$ cat src/rtl/noc_input_buffer.sv
// Per-port NoC router input buffer: circular flit FIFO, packet framing FSM,
// arbiter request generation and orphan-flit discard.
module noc_input_buffer #(
  parameter int DEPTH      = 8,
  parameter int DATA_WIDTH = 32
) (
  input  logic                    clk,
  input  logic                    rst,
  input  logic [DATA_WIDTH-1:0]   in_flit,
  input  logic                    in_valid,
  output logic                    in_ready,
  input  logic                    gnt,
  output logic [DATA_WIDTH-1:0]   out_flit,
  output logic                    out_valid,
  output logic [2:0]              flit_id,
  output logic [11:0]             length,
  output logic                    req,
  output logic                    drop,
  output logic [$clog2(DEPTH):0]  count
);
  localparam int AW = $clog2(DEPTH);
  localparam logic [2:0] T_HEAD = 3'b001;
  localparam logic [2:0] T_TAIL = 3'b100;

  typedef enum logic {IDLE, ACTIVE} state_t;

  state_t                state_q, state_d;
  logic [DATA_WIDTH-1:0] mem_q [DEPTH];
  logic [AW:0]           wr_ptr_q, wr_ptr_d, wr_vis_q, rd_ptr_q, rd_ptr_d;
  logic [11:0]           length_q, length_d;
  logic                  full, empty, push, pop;
  logic [DATA_WIDTH-1:0] head;
  logic [2:0]            head_type;

  // The read side sees the write pointer one cycle late, so a freshly written
  // entry reaches the head one cycle after its push edge.
  assign full      = (wr_ptr_q[AW-1:0] == rd_ptr_q[AW-1:0]) && (wr_ptr_q[AW] != rd_ptr_q[AW]);
  assign empty     = (wr_vis_q == rd_ptr_q);
  assign in_ready  = !full;
  assign push      = in_valid && in_ready;
  assign head      = mem_q[rd_ptr_q[AW-1:0]];
  assign head_type = head[DATA_WIDTH-1 -: 3];
  assign out_flit  = empty ? '0 : head;
  assign count     = wr_ptr_q - rd_ptr_q;
  assign req       = (state_q == ACTIVE);
  assign length    = length_q;
  assign wr_ptr_d  = wr_ptr_q + (AW+1)'(push);
  assign rd_ptr_d  = rd_ptr_q + (AW+1)'(pop);

  always_comb begin
    state_d   = state_q;
    length_d  = length_q;
    pop       = 1'b0;
    drop      = 1'b0;
    out_valid = 1'b0;
    flit_id   = 3'b000;
    // Nothing leaves the buffer while reset is flushing it.
    if (!rst) begin
      if (state_q == IDLE) begin
        if (!empty) begin
          if (head_type == T_HEAD) begin
            length_d = head[DATA_WIDTH-4 -: 12];
            state_d  = ACTIVE;
          end else begin
            pop  = 1'b1;
            drop = 1'b1;
          end
        end
      end else begin
        if (!empty) flit_id = head_type;
        if (gnt && !empty) begin
          pop       = 1'b1;
          out_valid = 1'b1;
          if (head_type == T_TAIL) state_d = IDLE;
        end
      end
    end
  end

  always_ff @(posedge clk) begin
    if (rst) begin
      state_q  <= IDLE;
      wr_ptr_q <= '0;
      wr_vis_q <= '0;
      rd_ptr_q <= '0;
      length_q <= '0;
    end else begin
      state_q  <= state_d;
      wr_ptr_q <= wr_ptr_d;
      wr_vis_q <= wr_ptr_q;
      rd_ptr_q <= rd_ptr_d;
      length_q <= length_d;
    end
  end

  always_ff @(posedge clk) begin
    if (push && !rst) mem_q[wr_ptr_q[AW-1:0]] <= in_flit;
  end

endmodule

$ cat config.mk
export PLATFORM = sky130hd
export DESIGN_NAME = noc_input_buffer
export DESIGN_NICKNAME = d
export VERILOG_FILES = /design/src/rtl/noc_input_buffer.sv
export SDC_FILE = /design/constraint.sdc
export NUM_CORES = 1
export LEC_CHECK = 0
export CORE_MARGIN = 1.5
export CORE_UTILIZATION = 45
export CTS_BUF_LIST = sky130_fd_sc_hd__clkbuf_4 sky130_fd_sc_hd__clkbuf_8 sky130_fd_sc_hd__clkbuf_16
export DETAILED_ROUTE_END_ITERATION = 6
export GPL_TIMING_DRIVEN = 0
export PLACE_DENSITY_LB_ADDON = 0.08
export SLEW_MARGIN = 20
export SYNTH_ARGS = -nofsm -noshare
export SYNTH_HDL_FRONTEND = slang
export SYNTH_SLANG_ARGS = --single-unit
$ cat constraint.sdc
create_clock -name clk -period 4.4 [get_ports clk]
set_input_delay 0.88 -clock clk [delete_from_list [all_inputs] [get_ports clk]]
set_output_delay 0.88 -clock clk [all_outputs]
set_load 0.1 [all_outputs]
# Word level (Yosys, flattened, before mapping)
# Memories as Yosys holds them, arrays and structs flattened. A register that Yosys moved wholly into a read port is not among the register bits.
# Index checks and enable logic that the tools add are counted.
# word_totals
romBits	0
register_bits	25
elab_cells	45
input_bits	36
latch_bits	0
memories	1
ram_bits	256
output_inout_bits	55
# classes
n_bitwise	2
mul	0
order_cmp	0
n_div	0
eq_ne	5
n_reduce_logical	8
n_shift	0
n_addsub	3
mux	21
# mem_list
name	words	width	rd	rd_ports_with_merged_regs	write_ports	line_no	rtl
mem_q	8	32	1	1	1	28	logic [DATA_WIDTH-1:0] mem_q [DEPTH];
# ops
op	n
$mux W32	1
$mux W1	16
$mux W3	4
$add A4 B1 Y4	2
$eq A4 B4 Y1	1
$logic_and A1 B1 Y1	4
$sub A4 B4 Y4	1
$eq A3 B1 Y1 const B	1
$eq A3 B3 Y1	1
$eq A3 B3 Y1 const B	1
$logic_not A1 Y1	3
$reduce_and A3 Y1	1
$not A1 Y1	2
$ne A1 B1 Y1	1

# Logic depth before layout (Yosys ltp)
# Gate-level depths: netlist (run 1).
# logic_depth
word_depth	8
depth_mapped	10
depth_no_buf	8

# Worst setup path after synthesis (run 1)
# No wires, ideal clock.
# synth_timing
path_type	register to register
start	register rd_ptr_q[2]
end	memory mem_q[1][0] (enable)
path_slack_ns	-0.215
n_path_buf	3
path_stages_with_launch	9
required_time_ns	3.939
t_arrival_ns	4.154
synth_period_minus_slack_ns	4.615
setup_time_ns	0.461
path_cell_list	dfxtp_1 clkbuf_1 inv_1 clkbuf_1 clkbuf_1 ha_1 a41oi_1 nand2_1 nor3_1
# synth_between
elab_chain_len	7
# synth_lines
item	line_no	rtl
start, declared	29	logic [AW:0] wr_ptr_q, wr_ptr_d, wr_vis_q, rd_ptr_q, rd_ptr_d;
start signal, assigned	91	rd_ptr_q <= rd_ptr_d;
$eq A3 B3 Y1	37	assign full = (wr_ptr_q[AW-1:0] == rd_ptr_q[AW-1:0]) && (wr_ptr_q[AW] != rd_ptr_q[AW]);
$logic_and A1 B1 Y1	37	
$logic_not A1 Y1	39	assign in_ready = !full;
$logic_and A1 B1 Y1	40	assign push = in_valid && in_ready;
$logic_and A1 B1 Y1	97	if (push && !rst) mem_q[wr_ptr_q[AW-1:0]] <= in_flit;
$mux W1	97	
$mux W1 (not written as such)	97	
end, declared	28	
# No other way between the ends.

# Worst setup path after layout (run 1)
# layout_timing
start	register rd_ptr_q[1]
end	output port out_flit[14]
# layout_between
elab_chain_len	2
# layout_lines
item	line_no	rtl
$eq A4 B4 Y1	38	assign empty = (wr_vis_q == rd_ptr_q);
$mux W32	43	assign out_flit = empty ? '0 : head;
end, declared	13	output logic [DATA_WIDTH-1:0] out_flit,
# No other way between the ends.

==> results.py, run 1 <==
metrics = {
    "final_layout": {
        "most-common-layout-cells": "edfxtp_1 (256), mux4_2 (64), clkdlybuf4s50_1 (51)",
        "syn_to_final_growth_pct": 22.7,
        "final_common_cell": "edfxtp_1",
        "drive_above_1_share": 0.251,
        "n_antenna_cell": 0,
        "nets": 746,
        "fillers": 1886,
        "fin_area_um2": 13500,
        "final_util": 0.560,
        "multiInputGateArea_um2": 2760,
        "final-seq-area_um2": 8190,
    },
    "sta": {
        "fin_crit_sh": 0.966,
        "max_freq_mhz": 235,
        "slew_headroom": 0.351,
        "skew_ns": 0.00909,
        "hold_viol": 0,
        "drv_slew": 0,
        "setup_viol_count_final": 0,
        "period_minus_slack_ns": 4.25,
        "rsz0062_at_grt": "no",
        "worst_pin_slew_ns": 0.971,
    },
    "pwr": {
        "finalPower_mw": 6.40,
        "sw_frac_of_total": 0.281,
        "seqPwrFrac": 0.464,
        "combPwrFrac": 0.177,
        "vdd_ir_drop_max_mv": 0.294,
        "power_switching_mw": 1.80,
        "power.leakage_nw": 4.58,
        "clkPwrFrac": 0.359,
        "internal_power_mw": 4.60,
        "powerDensity_nw_per_um2": 472,
    },
    "critical_path": {
        "path_buf_inv": 4,
        "critical_path.startpoint_type": "flop",
        "cp_top_family": "buffers and inverters",
        "crit_slowest_cell": "clkdlybuf4s18_2",
        "cp.required_ns": 3.52,
        "critPathMaxFanout": 10,
        "worst_path_largest_cell_delay_ns": 0.59,
        "critPathKind": "flop to output pin",
        "crit_path_end_kind": "output pin",
        "crit_chain": "clkbuf_1 > buf_2 > clkbuf_2 > mux4_2 > nand2_1 > a21oi_1 > clkdlybuf4s18_2",
        "worstPathArrival_ns": 3.37,
    },
    "routing": {
        "avgViaCountPerCell": 5.34,
        "drc": 0,
        "routedWlPerCell_um": 22.6,
        "dr.pass1.iters": 4,
        "routed_wl_um": 23700,
        "ant_nets": 0,
        "first_iter_violations": 330,
        "vias": 5595,
    },
    "yosys": {
        "yosys_most_used_dff": "edfxtp_1",
        "async_flop_share": 0,
        "synth_cell_types": 38,
        "synth_nets": 613,
        "synth_largest_area_cell": "edfxtp_1",
        "synthTopCellsByArea": "edfxtp_1 (70%), mux4_2 (13%), dfxtp_1 (4.5%)",
        "synth_seq_cells": 281,
        "yosysSeqAreaShare": 0.741,
        "synth_edf_count": 256,
        "netlist_instances": 569,
        "synth_top_area_frac": 0.696,
        "yosysWarnings": 0,
        "synth_area_um2": 11000,
        "syn_area_per_cell_um2": 19.4,
    },
    "floorplan": {
        "start_util": 0.457,
        "dieWidth_um": 160,
        "core_area_um2": 24200,
        "num_rows": 57,
        "die-area_um2": 25500,
        "die_y_um": 160,
        "io_pins": 91,
    },
    "worst_hold_path": {
        "hold_class": "flop to flop",
    },
    "global_routing": {
        "grt.overflow.total": 0,
        "antenna_found_initial": 0,
        "grt_first_pass_wirelength_um": 36400,
        "grt_usage": 0.193,
        "grt_start_max_net_pins": 21,
        "grt_pass1_vias": 5987,
    },
    "cts": {
        "clock-sinks": 281,
        "cts-root-buf": "clkbuf_16",
        "cts_made_buffers": 29,
        "clockBufferDepth": 3,
        "htree_levels": 1,
        "worstSkewPairLatency_ns": 0.55,
        "cts_tree": "built",
        "postCtsSetupRepairBufs": 0,
        "ctsHoldBuffers": 0,
        "cts_resized": 82,
        "clk_pin_slew_ns": 0.06,
    },
    "run_status": {
        "outcome": "complete, no violations",
    },
    "placement": {
        "hpwl_um": 15400,
        "dpl_cell_area_um2": 12700,
        "io_buffers": 90,
        "place.gp.congestion": 0.749,
    },
    "flow_run": {
        "cap_violations": 0,
    },
}
==> path summary, 6_finish.rpt <==
check	from	to	slack, ns	depth (start not counted)
worst min register to register	wr_ptr_q[3]$_SDFF_PP0_	wr_vis_q[3]$_SDFF_PP0_	0.52	1
worst max register to register	rd_ptr_q[2]$_SDFF_PP0_	mem_q[3][9]$_DFFE_PP_	0.64	9
worst max-delay path	rd_ptr_q[1]$_SDFF_PP0_	out_flit[14]	0.15	7
worst min-delay path	wr_ptr_q[3]$_SDFF_PP0_	wr_vis_q[3]$_SDFF_PP0_	0.52	1
==> per-layer routing <==
metal	up-vias	wire, um	global-route usage
met5	-	0	0
met4	0	489	0.0510
met3	31	903	0.0278
met2	123	12000	0.333
met1	2916	10200	0.260
li1	2525	-	-
==> registers in the layout, indices dropped and copies added (netlist names) <==
register,flops
rd_ptr_q,4
wr_ptr_q,4
req,1
wr_vis_q,4
length,12
mem_q,256
==> Yosys cell counts (2+ instances only) <==
cell,number
buf_2,6
nand3_1,3
nor2b_1,18
mux2_4,10
mux4_2,64
a41oi_1,2
nand4_1,2
nor2_1,44
mux2i_4,3
xnor2_1,3
nor3_1,2
mux2i_1,12
clkbuf_1,14
buf_1,6
edfxtp_1,256
a21oi_1,18
inv_1,8
and3_1,3
mux2_1,2
dfxtp_1,25
xor2_1,8
nand2_1,38
ha_1,7
==> cell type report <==
cell class | instances | share of cell area
plain buffers | 28 | 0.0113
multi-input cells | 250 | 0.204
well taps | 324 | 0.0299
repair buffers | 103 | 0.0826
clock inverters | 22 | 0.0110
inverters | 9 | 0.00249
clock buffers | 31 | 0.0547
flip-flops and latches | 281 | 0.604
==> cell families (layout without fill, tap and decap cells) <==
kind of cell               count (synthesis)  count (layout)  share of synthesized area
DFF                                      281             281                      0.741
and+or+nand+nor                          115             115                     0.0470
muxes                                     92              92                      0.164
buffers and inverters                     38             193                     0.0161
AOI/OAI and AO/OA                         24              24                     0.0128
xor gates and xnor gates                  11              11                    0.00872
adders and majority gates                  8               8                    0.00974
==> per-stage QoR <==
step	hold slack, ns	std cells	setup TNS [ns]	setup WS [ns]
2_1_floorplan	0.459	569	0	0.414
3_3_place_gp	0.500	983	-454.20	-1.84
3_5_place_dp	0.504	996	-3.36	-0.325
4_1_cts	0.518	1049	-0.0918	-0.0719
5_1_grt	0.538	1048	0	0.00476
6_report	0.516	1048	0	0.149
==> power groups by stage <==
stage,Sequential [mW],Combinational [mW],Clock [mW]
floorplan,3.06,0.817,0
global placement,3.03,1.14,0
detailed placement,3.03,1.17,0
finish,2.97,1.13,2.30
global route,2.97,1.19,2.45
CTS,2.97,1.14,2.36
Power figures use the tool's default switching activity.
==> run 2: changes to the inputs <==
--- a/config.mk
+++ b/config.mk
@@ -5,6 +5,7 @@
 export SDC_FILE = /design/constraint.sdc
 export NUM_CORES = 1
 export LEC_CHECK = 0
+export CAP_MARGIN = 20
 export CORE_MARGIN = 1.5
 export CORE_UTILIZATION = 45
 export CTS_BUF_LIST = sky130_fd_sc_hd__clkbuf_4 sky130_fd_sc_hd__clkbuf_8 sky130_fd_sc_hd__clkbuf_16
==> results of run 2 <==
Same layout as run 1: the final DEF is identical, and so are final timing and power.
